`src/rtl/aes_sbox_array.sv`:
```
// Array of LANES share-masked AES S-box cores behind a valid-token pipeline and a credit-gated output FIFO.
// Shares are recombined only inside a lane core; everything outside moves whole share vectors.
module aes_sbox_array #(
  parameter int LANES      = 4,
  parameter int SHARES     = 2,
  parameter int LATENCY    = 5,
  parameter int RND_W      = 40,
  parameter int FIFO_DEPTH = 8
) (
  input  logic                              ClkxCI,
  input  logic                              RstxBI,
  input  logic                              InValidxSI,
  output logic                              InReadyxSO,
  input  logic [LANES*SHARES*8-1:0]         InDataxDI,
  input  logic [LANES*RND_W-1:0]            RndxDI,
  input  logic                              RndValidxSI,
  output logic                              RndReadyxSO,
  output logic                              OutValidxSO,
  input  logic                              OutReadyxSI,
  output logic [LANES*SHARES*8-1:0]         OutDataxDO,
  input  logic                              FlushxSI,
  output logic                              RndErrxSO,
  output logic [$clog2(FIFO_DEPTH+1)-1:0]   InFlightxDO
);

  localparam int DW  = LANES*SHARES*8;
  localparam int SW  = SHARES*8;
  localparam int IFW = $clog2(FIFO_DEPTH+1);
  localparam int PW  = (FIFO_DEPTH > 1) ? $clog2(FIFO_DEPTH) : 1;

  function automatic logic [7:0] gf_mul(input logic [7:0] a, input logic [7:0] b);
    logic [7:0] p, aa;
    p  = '0;
    aa = a;
    for (int i = 0; i < 8; i++) begin
      if (b[i]) p = p ^ aa;
      aa = {aa[6:0], 1'b0} ^ (aa[7] ? 8'h1b : 8'h00);
    end
    return p;
  endfunction

  // Inverse as x^254 (x^127 by square-and-multiply, then one square), then the affine map.
  function automatic logic [7:0] sbox(input logic [7:0] x);
    logic [7:0] inv;
    inv = x;
    for (int i = 0; i < 6; i++) inv = gf_mul(gf_mul(inv, inv), x);
    inv = gf_mul(inv, inv);
    return inv ^ {inv[6:0], inv[7]} ^ {inv[5:0], inv[7:6]} ^ {inv[4:0], inv[7:5]}
               ^ {inv[3:0], inv[7:4]} ^ 8'h63;
  endfunction

  function automatic logic [SW-1:0] lane_core_in(input logic [SW-1:0] sh, input logic [RND_W-1:0] rnd);
    logic [7:0]    x, m;
    logic [SW-1:0] o;
    x = '0;
    for (int s = 0; s < SHARES; s++) x = x ^ sh[s*8 +: 8];
    m = sbox(x);
    o = '0;
    for (int s = 1; s < SHARES; s++) begin
      o[s*8 +: 8] = rnd[(s-1)*8 +: 8];
      m = m ^ rnd[(s-1)*8 +: 8];
    end
    o[7:0] = m;
    return o;
  endfunction

  // Per-stage refresh: the same folded random byte lands on share 0 and the last share.
  function automatic logic [DW-1:0] refresh(input logic [DW-1:0] v, input logic [LANES*RND_W-1:0] rnd);
    logic [DW-1:0] o;
    logic [7:0]    f;
    o = v;
    for (int l = 0; l < LANES; l++) begin
      f = '0;
      for (int i = 0; i < RND_W; i++) f[i%8] = f[i%8] ^ rnd[l*RND_W + i];
      o[l*SW +: 8]                = o[l*SW +: 8] ^ f;
      o[(l*SHARES+SHARES-1)*8 +: 8] = o[(l*SHARES+SHARES-1)*8 +: 8] ^ f;
    end
    return o;
  endfunction

  logic [DW-1:0]      r_stage [LATENCY];
  logic [LATENCY-1:0] r_tok;
  logic [DW-1:0]      r_mem [FIFO_DEPTH];
  logic [PW-1:0]      r_wr, r_rd;
  logic [IFW-1:0]     r_cnt, r_inflight;
  logic               r_err;
  logic [DW-1:0]      w_core_in;
  logic               w_issue, w_wr, w_rd, w_any_tok;

  always_comb begin
    w_core_in = '0;
    for (int l = 0; l < LANES; l++)
      w_core_in[l*SW +: SW] = lane_core_in(InDataxDI[l*SW +: SW], RndxDI[l*RND_W +: RND_W]);
  end

  assign InReadyxSO  = RstxBI & ~FlushxSI & (r_inflight < IFW'(FIFO_DEPTH));
  assign w_issue     = InValidxSI & InReadyxSO & RndValidxSI;
  assign w_any_tok   = |r_tok;
  assign w_wr        = r_tok[LATENCY-1];
  assign OutValidxSO = (r_cnt != '0);
  assign w_rd        = OutValidxSO & OutReadyxSI & ~FlushxSI;
  assign OutDataxDO  = OutValidxSO ? r_mem[r_rd] : '0;
  assign RndReadyxSO = w_issue | w_any_tok;
  assign RndErrxSO   = r_err;
  assign InFlightxDO = r_inflight;

  always_ff @(posedge ClkxCI or negedge RstxBI) begin
    if (!RstxBI) begin
      r_tok <= '0;
      for (int i = 0; i < LATENCY; i++) r_stage[i] <= '0;
    end else if (FlushxSI) begin
      r_tok <= '0;
      for (int i = 0; i < LATENCY; i++) r_stage[i] <= '0;
    end else begin
      r_tok[0]   <= w_issue;
      r_stage[0] <= w_issue ? w_core_in : '0;
      for (int i = 1; i < LATENCY; i++) begin
        r_tok[i]   <= r_tok[i-1];
        r_stage[i] <= refresh(r_stage[i-1], RndxDI);
      end
    end
  end

  // Credits cover tokens plus buffered entries, so a write never meets a full FIFO.
  always_ff @(posedge ClkxCI or negedge RstxBI) begin
    if (!RstxBI) begin
      r_wr       <= '0;
      r_rd       <= '0;
      r_cnt      <= '0;
      r_inflight <= '0;
      for (int i = 0; i < FIFO_DEPTH; i++) r_mem[i] <= '0;
    end else if (FlushxSI) begin
      r_wr       <= '0;
      r_rd       <= '0;
      r_cnt      <= '0;
      r_inflight <= '0;
      for (int i = 0; i < FIFO_DEPTH; i++) r_mem[i] <= '0;
    end else begin
      if (w_rd) begin
        r_mem[r_rd] <= '0;
        r_rd        <= (r_rd == PW'(FIFO_DEPTH-1)) ? '0 : r_rd + PW'(1);
      end
      if (w_wr) begin
        r_mem[r_wr] <= r_stage[LATENCY-1];
        r_wr        <= (r_wr == PW'(FIFO_DEPTH-1)) ? '0 : r_wr + PW'(1);
      end
      case ({w_wr, w_rd})
        2'b10:   r_cnt <= r_cnt + IFW'(1);
        2'b01:   r_cnt <= r_cnt - IFW'(1);
        default: r_cnt <= r_cnt;
      endcase
      case ({w_issue, w_rd})
        2'b10:   r_inflight <= r_inflight + IFW'(1);
        2'b01:   r_inflight <= r_inflight - IFW'(1);
        default: r_inflight <= r_inflight;
      endcase
    end
  end

  always_ff @(posedge ClkxCI or negedge RstxBI) begin
    if (!RstxBI)                         r_err <= 1'b0;
    else if (w_any_tok && !RndValidxSI)  r_err <= 1'b1;
  end

endmodule

```
`config.mk`:
```
export PLATFORM = sky130hd
export DESIGN_NAME = aes_sbox_array
export DESIGN_NICKNAME = d
export VERILOG_FILES = /design/src/rtl/aes_sbox_array.sv
export SDC_FILE = /design/constraint.sdc
export NUM_CORES = 2
export LEC_CHECK = 0
export CORE_MARGIN = 2
export CORE_UTILIZATION = 30
export CTS_BUF_LIST = sky130_fd_sc_hd__clkbuf_8
export CTS_CLUSTER_SIZE = 28
export DETAILED_ROUTE_END_ITERATION = 6
export PLACE_DENSITY = 0.47
export SLEW_MARGIN = 20
export SYNTH_ARGS = -nofsm -noshare
export SYNTH_HDL_FRONTEND = slang
export SYNTH_SLANG_ARGS = --single-unit
```
`constraint.sdc`:
```
create_clock -name ClkxCI -period 2.8 [get_ports ClkxCI]
set_input_delay 0.56 -clock ClkxCI [delete_from_list [all_inputs] [get_ports ClkxCI]]
set_output_delay 0.56 -clock ClkxCI [all_outputs]
set_load 0.02 [all_outputs]
```
-- Word-level counts from Yosys, hierarchy flattened
Index checks and enable logic that the tools add are counted.
- flip-flop bits (word level): 852
- input bits: 230
- $add $sub $neg: 6
- $lt $le $gt $ge: 5
- eq/ne operators: 6
- muxes and demuxes: 806
- bitwise operators: 928
- reductions and logical operators: 10
- operators with widths (operator ; count):
    8-bit bitwise XOR ; 420
    8-bit 2-to-1 mux ; 416
    8-bit by 5-bit bitwise XOR with 8-bit output ; 364
    512-bit 2-to-1 mux ; 4
    5-bit 2-to-1 mux ; 365
    512-bit AND ; 1
    512-bit bitwise mux ; 1
    512-bit inverter ; 1
    64-bit demux with 3-bit select ; 2
    64-bit 2-to-1 mux ; 6
    320-bit 2-to-1 mux ; 1
    64-bit binary-select mux with 3-bit select ; 1
    1-bit bitwise XOR ; 128
    3-bit 2-to-1 mux ; 6
    4-bit inverter ; 4
    4-bit one-hot mux with 2 select lines ; 2
    4-bit by 1-bit adder with 4-bit output (second input constant) ; 2
    4-bit >= comparator (second input constant) ; 2
    4-bit by 1-bit < comparator with 1-bit output (second input constant) ; 2
    4-bit 2-to-1 mux ; 2
    3-bit inverter with 4-bit output ; 2
    4-bit by 1-bit subtractor with 4-bit output (second input constant) ; 2
    3-bit by 1-bit adder with 3-bit output (second input constant) ; 2
    1-bit AND ; 6
    other kinds (12) ; 19

-- Logic depth before layout (Yosys ltp)
- word-level depth: 217
- gate-level depth with buffers: 92
- depth with buffers taken out: 81

-- Least setup slack after synthesis
Ideal clock, no wire load.
- kind: input-to-reg
- start: input InDataxDI[59]
- end: register r_stage[308] (netlist name)
- library setup time: 0.073 ns
- data arrival time: 22.461 ns
- data required time: 2.727 ns
- slack: -19.734 ns
- stages on the path: 88
- cells stage by stage: xnor2_2 > xnor2_1 > o221ai_1 > a221oi_4 > nor3_1 > nor4_1 > nor3b_2 > xnor2_1 > inv_2 > buf_2 > buf_2 > ha_1 > buf_1 > xnor3_1 > a211o_1 > nand3_1 > xor2_1 > nor3_1 > [52 not listed] > xor2_1 > xnor2_1 > xnor2_1 > xnor2_1 > xor2_2 > inv_1 > buf_1 > ha_1 > xnor3_1 > xnor2_1 > nor2_1 > xnor3_1 > a21boi_1 > xor2_1 > xnor3_2 > xnor2_2 > xnor3_1 > nor2_1
- longest elaborated chain between the ends: 207
- ends and longest elaborated chain (what ; line ; text):
    start, declared ; 14 ; input logic [LANES*SHARES*8-1:0] InDataxDI,
    8-bit bitwise XOR * ; 56 ; for (int s = 0; s < SHARES; s++) x = x ^ sh[s*8 +: 8];
    8-bit by 5-bit bitwise XOR with 8-bit output / 8-bit 2-to-1 mux (equally long branches) ; 37, 36 ;
    8-bit bitwise XOR / 8-bit by 5-bit bitwise XOR with 8-bit output (equally long branches) ; 36, 37 ;
    8-bit 2-to-1 mux / 8-bit bitwise XOR (equally long branches) ; 36 ; if (b[i]) p = p ^ aa;
    8-bit bitwise XOR / 8-bit 2-to-1 mux (equally long branches) ; 36 ;
    8-bit 2-to-1 mux / 8-bit bitwise XOR (equally long branches) ; 36 ;
    8-bit bitwise XOR / 8-bit 2-to-1 mux (equally long branches) ; 36 ;
    8-bit 2-to-1 mux / 8-bit bitwise XOR (equally long branches) ; 36 ;
    [189 not listed] ; n/a ;
    8-bit 2-to-1 mux ; 36 ;
    8-bit bitwise XOR ; 36 ;
    8-bit 2-to-1 mux * ; 36 ;
    8-bit bitwise XOR (3 in a row) ; 48 ; return inv ^ {inv[6:0], inv[7]} ^ {inv[5:0], inv[7:6]} ^ {inv[4:0], inv[7:5]}
    8-bit bitwise XOR * ; 49 ; ^ {inv[3:0], inv[7:4]} ^ 8'h63;
    8-bit bitwise XOR * ; 61 ; m = m ^ rnd[(s-1)*8 +: 8];
    64-bit 2-to-1 mux * ; 116 ; r_stage[0] <= w_issue ? w_core_in : '0;
    320-bit 2-to-1 mux * ; 111 ; end else if (FlushxSI) begin
    end signal, assigned by index ; 119 ; r_stage[i] <= refresh(r_stage[i-1], RndxDI);
    end, declared ; 81 ; logic [DW-1:0] r_stage [LATENCY];
Every way passes the cells marked *; elsewhere a longest branch is shown, timed or not.
A chain may end at the register's enable or synchronous reset.

-- Worst setup path after layout
- start: input InDataxDI[56]
- end: register r_stage[308] (netlist name)
- longest elaborated chain between the ends: 209
- ends and longest elaborated chain (what ; line):
    8-bit bitwise XOR * ; 56
    8-bit 2-to-1 mux ; 36
    8-bit bitwise XOR ; 36
    8-bit 2-to-1 mux ; 36
    8-bit bitwise XOR ; 36
    8-bit 2-to-1 mux ; 36
    8-bit bitwise XOR ; 36
    8-bit 2-to-1 mux ; 36
    [191 not listed] ; n/a
    8-bit 2-to-1 mux ; 36
    8-bit bitwise XOR ; 36
    8-bit 2-to-1 mux * ; 36
    8-bit bitwise XOR (3 in a row) ; 48
    8-bit bitwise XOR * ; 49
    8-bit bitwise XOR * ; 61
    64-bit 2-to-1 mux * ; 116
    320-bit 2-to-1 mux * ; 111
Marked as above.

==> results by group <==
Logic synthesis
  – Syn Std Cell Area: 90800 µm²
  – Async SR Flop Fraction: 100.0%
  – Post-synth EDFFs: 0
  – Most used flip-flop cell after synthesis: dfrtp_1
  – Post-synth top area share: 23.48%
  – Largest cells by area after synthesis: dfrtp_1, xnor2_1, xnor3_1, nor2_1, a22oi_1
  – FF+latch count, synth: 852
  – Library cells used by synthesis: 133
  – Sequential cell area fraction in the yosys report: 23.48%
  – Largest area contributor in the synthesized netlist: dfrtp_1
  – Post-Synthesis Cells: 10.21k
  – Syn Area/Cell: 8.890 µm²
  – Synthesis Warnings: 0
  – Post-synthesis net count: 10.48k

Placed design
  – Post-DP Area: 119000 µm²
  – IO Port Bufs: 301
  – Hpwl dp: 244.7 mm
  – GPL Wtd Cong: 0.8781

Run
  – Maximum capacitance violations: 0

Critical path
  – WS Path Type: primary input to flop
  – Slowest stage delay, CP: 480 ps
  – Critical Path Start Type: primary input
  – Critical Path RT: 3550 ps
  – Worst path slowest cell: xnor3_2
  – Crit-path max FO: 6
  – Crit path buf inv count: 19
  – Critical path's top delay family: XOR/XNOR gates
  – Worst path depth: 82
  – Worst R2R Setup Slack: 110 ps
  – Crit path arrival time: 18080 ps
  – CP endpoint kind: flop
  – R2R depth: 13

STA
  – Final Cycle Share: 618.9%
  – Tightest Pin Transition: 1002 ps
  – Headroom to the max-slew limit: 33.21%
  – Worst setup margin: -14530 ps
  – Min Tclk post-route: 17330 ps
  – Hold Fails Final Rpt: 0
  – Worst clock skew: 45.17 ps
  – Final setup vio count: 96
  – RSZ-0062 raised after global routing: yes
  – Slew Viols, Final: 0
  – Maximum achievable frequency: 57.70 MHz

Final layout
  – Layout cells sized above 1: 38.96%
  – Fill cells: 28.72k
  – Final instance area: 133800 µm²
  – Syn-to-layout area delta: 47.34%
  – Nets@finish: 13.23k

Die
  – Starting Density: 30.21%
  – DIE AREA: 307100 µm²
  – Width of the die: 554.1 µm
  – Ports: 302
  – # rows: 201
  – Die Ht: 554.1 µm
  – Total core area: 300500 µm²

GRT
  – Grt total ovfl: 0
  – Number of global-route vias before repair: 87.80k
  – GR Util met3: 2.200%
  – Largest net degree at the start of global routing: 195
  – Gr usage total: 21.51%
  – First-pass GRT wire length: 526.2 mm
  – Met2 usage: 36.35%
  – GR met1 Demand/Resource: 29.51%
  – Antenna violations before repair: 5
  – Grt peak-use layer: met2

Clock tree
  – Cts bufs inserted: 144
  – Worst-path clk slew: 60 ps
  – H-tree depth: 4
  – Root Driver: clkbuf_8
  – Clock Latency Late Sink: 860 ps
  – CTS Sinks: 852
  – CTS tree: done
  – Longest Clk Path Bufs: 3

Drt
  – First-pass DRT Iterations: 6
  – Post-DRT Antenna Nets: 0
  – Vias post-DR: 86.60k
  – Drt drc: 0
  – Drt wl/cell: 20.12 µm
  – 1st-iter DRT viols: 6881
  – Total wire length: 342.7 mm
  – Vias per cell: 5.084

Hold path
  – Hold depth: 3
  – Min-delay worst type: primary input to flop

Outcome
  – Status: complete, but fails checks
  – Failing checks: setup timing
-- registers in the layout (all words and copies together), names as in the netlist --
name and count:
InFlightxDO 4, RndErrxSO 1, r_cnt 4, r_mem 512
r_rd 3, r_stage 320, r_tok 5, r_wr 3
-- worst register-to-register path: cells and delay by family (launching register included) --
| kind | cells | cell delay, ps |
|---|---|---|
| buffers and inverters | 3 | 540 |
| DFF | 1 | 400 |
| adders and majority gates | 1 | 290 |
| xor gates and xnor gates | 1 | 150 |
| AOI/OAI and AO/OA | 3 | 550 |
| and+or+nand+nor | 5 | 610 |
-- final cells by class --
cell class | instances | area (µm²) | area share [%]
diodes | 4 | 10.01 | 0.007482
well taps | 3958 | 4952 | 3.702
clock inverters | 72 | 455.4 | 0.3404
repair buffers | 3413 | 29270 | 21.88
multi-input cells | 8462 | 74890 | 55.98
inverters | 92 | 376.6 | 0.2815
clock buffers | 181 | 2491 | 1.862
flip-flops and latches | 852 | 21330 | 15.95
-- final timing paths --
kind	start	to
max in group asynchronous	RstxBI	r_tok[4]
worst max-delay path	InDataxDI[56]	r_stage[308]
min in group asynchronous	RstxBI	r_mem[90]
worst max register to register	r_cnt[1]	InFlightxDO[3]
worst min register to register	RndErrxSO	RndErrxSO
worst min-delay path	FlushxSI	r_cnt[1]
-- cells by family after synthesis --
kind of cell | count (synthesis) | synth area share [%]
AND/OR/NAND/NOR | 3215 | 14.87
XOR/XNOR | 2819 | 35.13
AO/OA/AOI/OAI | 1953 | 14.91
buffers and inverters | 901 | 4.461
flip-flops | 852 | 23.48
multiplexers | 439 | 6.664
adder cells (fa/ha/maj) | 34 | 0.4851
-- timing repair --
action / in CTS / in global routing
pin swaps: 525 / 343
setup buffers: 429 / 169
cloned: 13 / 3
hold endpoints to repair: 147 / 0
endpoints found under the setup margin: 100 / 99
resized for setup: 1461 / 559
hold buffers: 1 / 0
-- cells in the final DEF, fill, tap and decap left out, types with 147 or more instances in the layout --
master and count:
buf_4 2712, nor2_1 1684, xnor2_1 1418, dfrtp_1 848
nand2_1 720, a22oi_1 573, xor2_1 347, xnor2_2 331
a21oi_1 293, buf_6 274, o21ai_0 251, xnor3_1 229
mux2i_1 217, clkbuf_8 181, clkdlybuf4s50_1 167, xnor3_2 156
buf_12 147
-- per-stage QoR --
stage	TNS [ps]	util, %	hold slack (ps)	std cells	setup slack [ps]
global placement	-518540	39.58	456.9	16190	-16970
finish	-484670	44.51	189.3	17030	-14530
floorplan	-482960	-	264.4	10210	-16210
global route	-514480	44.51	134.4	17030	-15250
CTS	-490150	43.28	81.35	16870	-14610
detailed placement	-523870	39.58	461.4	16190	-17080
-- synthesized netlist by cell type, types with 35 or more instances --
cell / instances
nor2_1: 1814
xnor2_1: 1771
dfrtp_1: 852
nand2_1: 759
a22oi_1: 586
xor2_1: 478
clkbuf_1: 442
xnor3_1: 355
a21oi_1: 347
o21ai_0: 290
mux2i_1: 273
nor3_1: 153
nand3_1: 132
mux4_2: 128
buf_1: 112
buf_2: 110
o22ai_1: 110
xnor2_2: 94
inv_1: 70
and2_1: 69
clkbuf_2: 61
a211oi_1: 51
a31oi_1: 51
or3_1: 48
xor3_1: 47
o211ai_1: 43
buf_4: 38
o221ai_1: 38
a221oi_1: 35
mux2_2: 35
-- metal layers --
layer  up-vias  routed length [µm]
met5         -                   0
met4         0                6634
met3       385               17830
met2      2586              166300
met1     42960              152000
li1      40660                   -
Power is not shown: default switching activity piles up to over one toggle a cycle in this logic, so the estimate is an artifact.
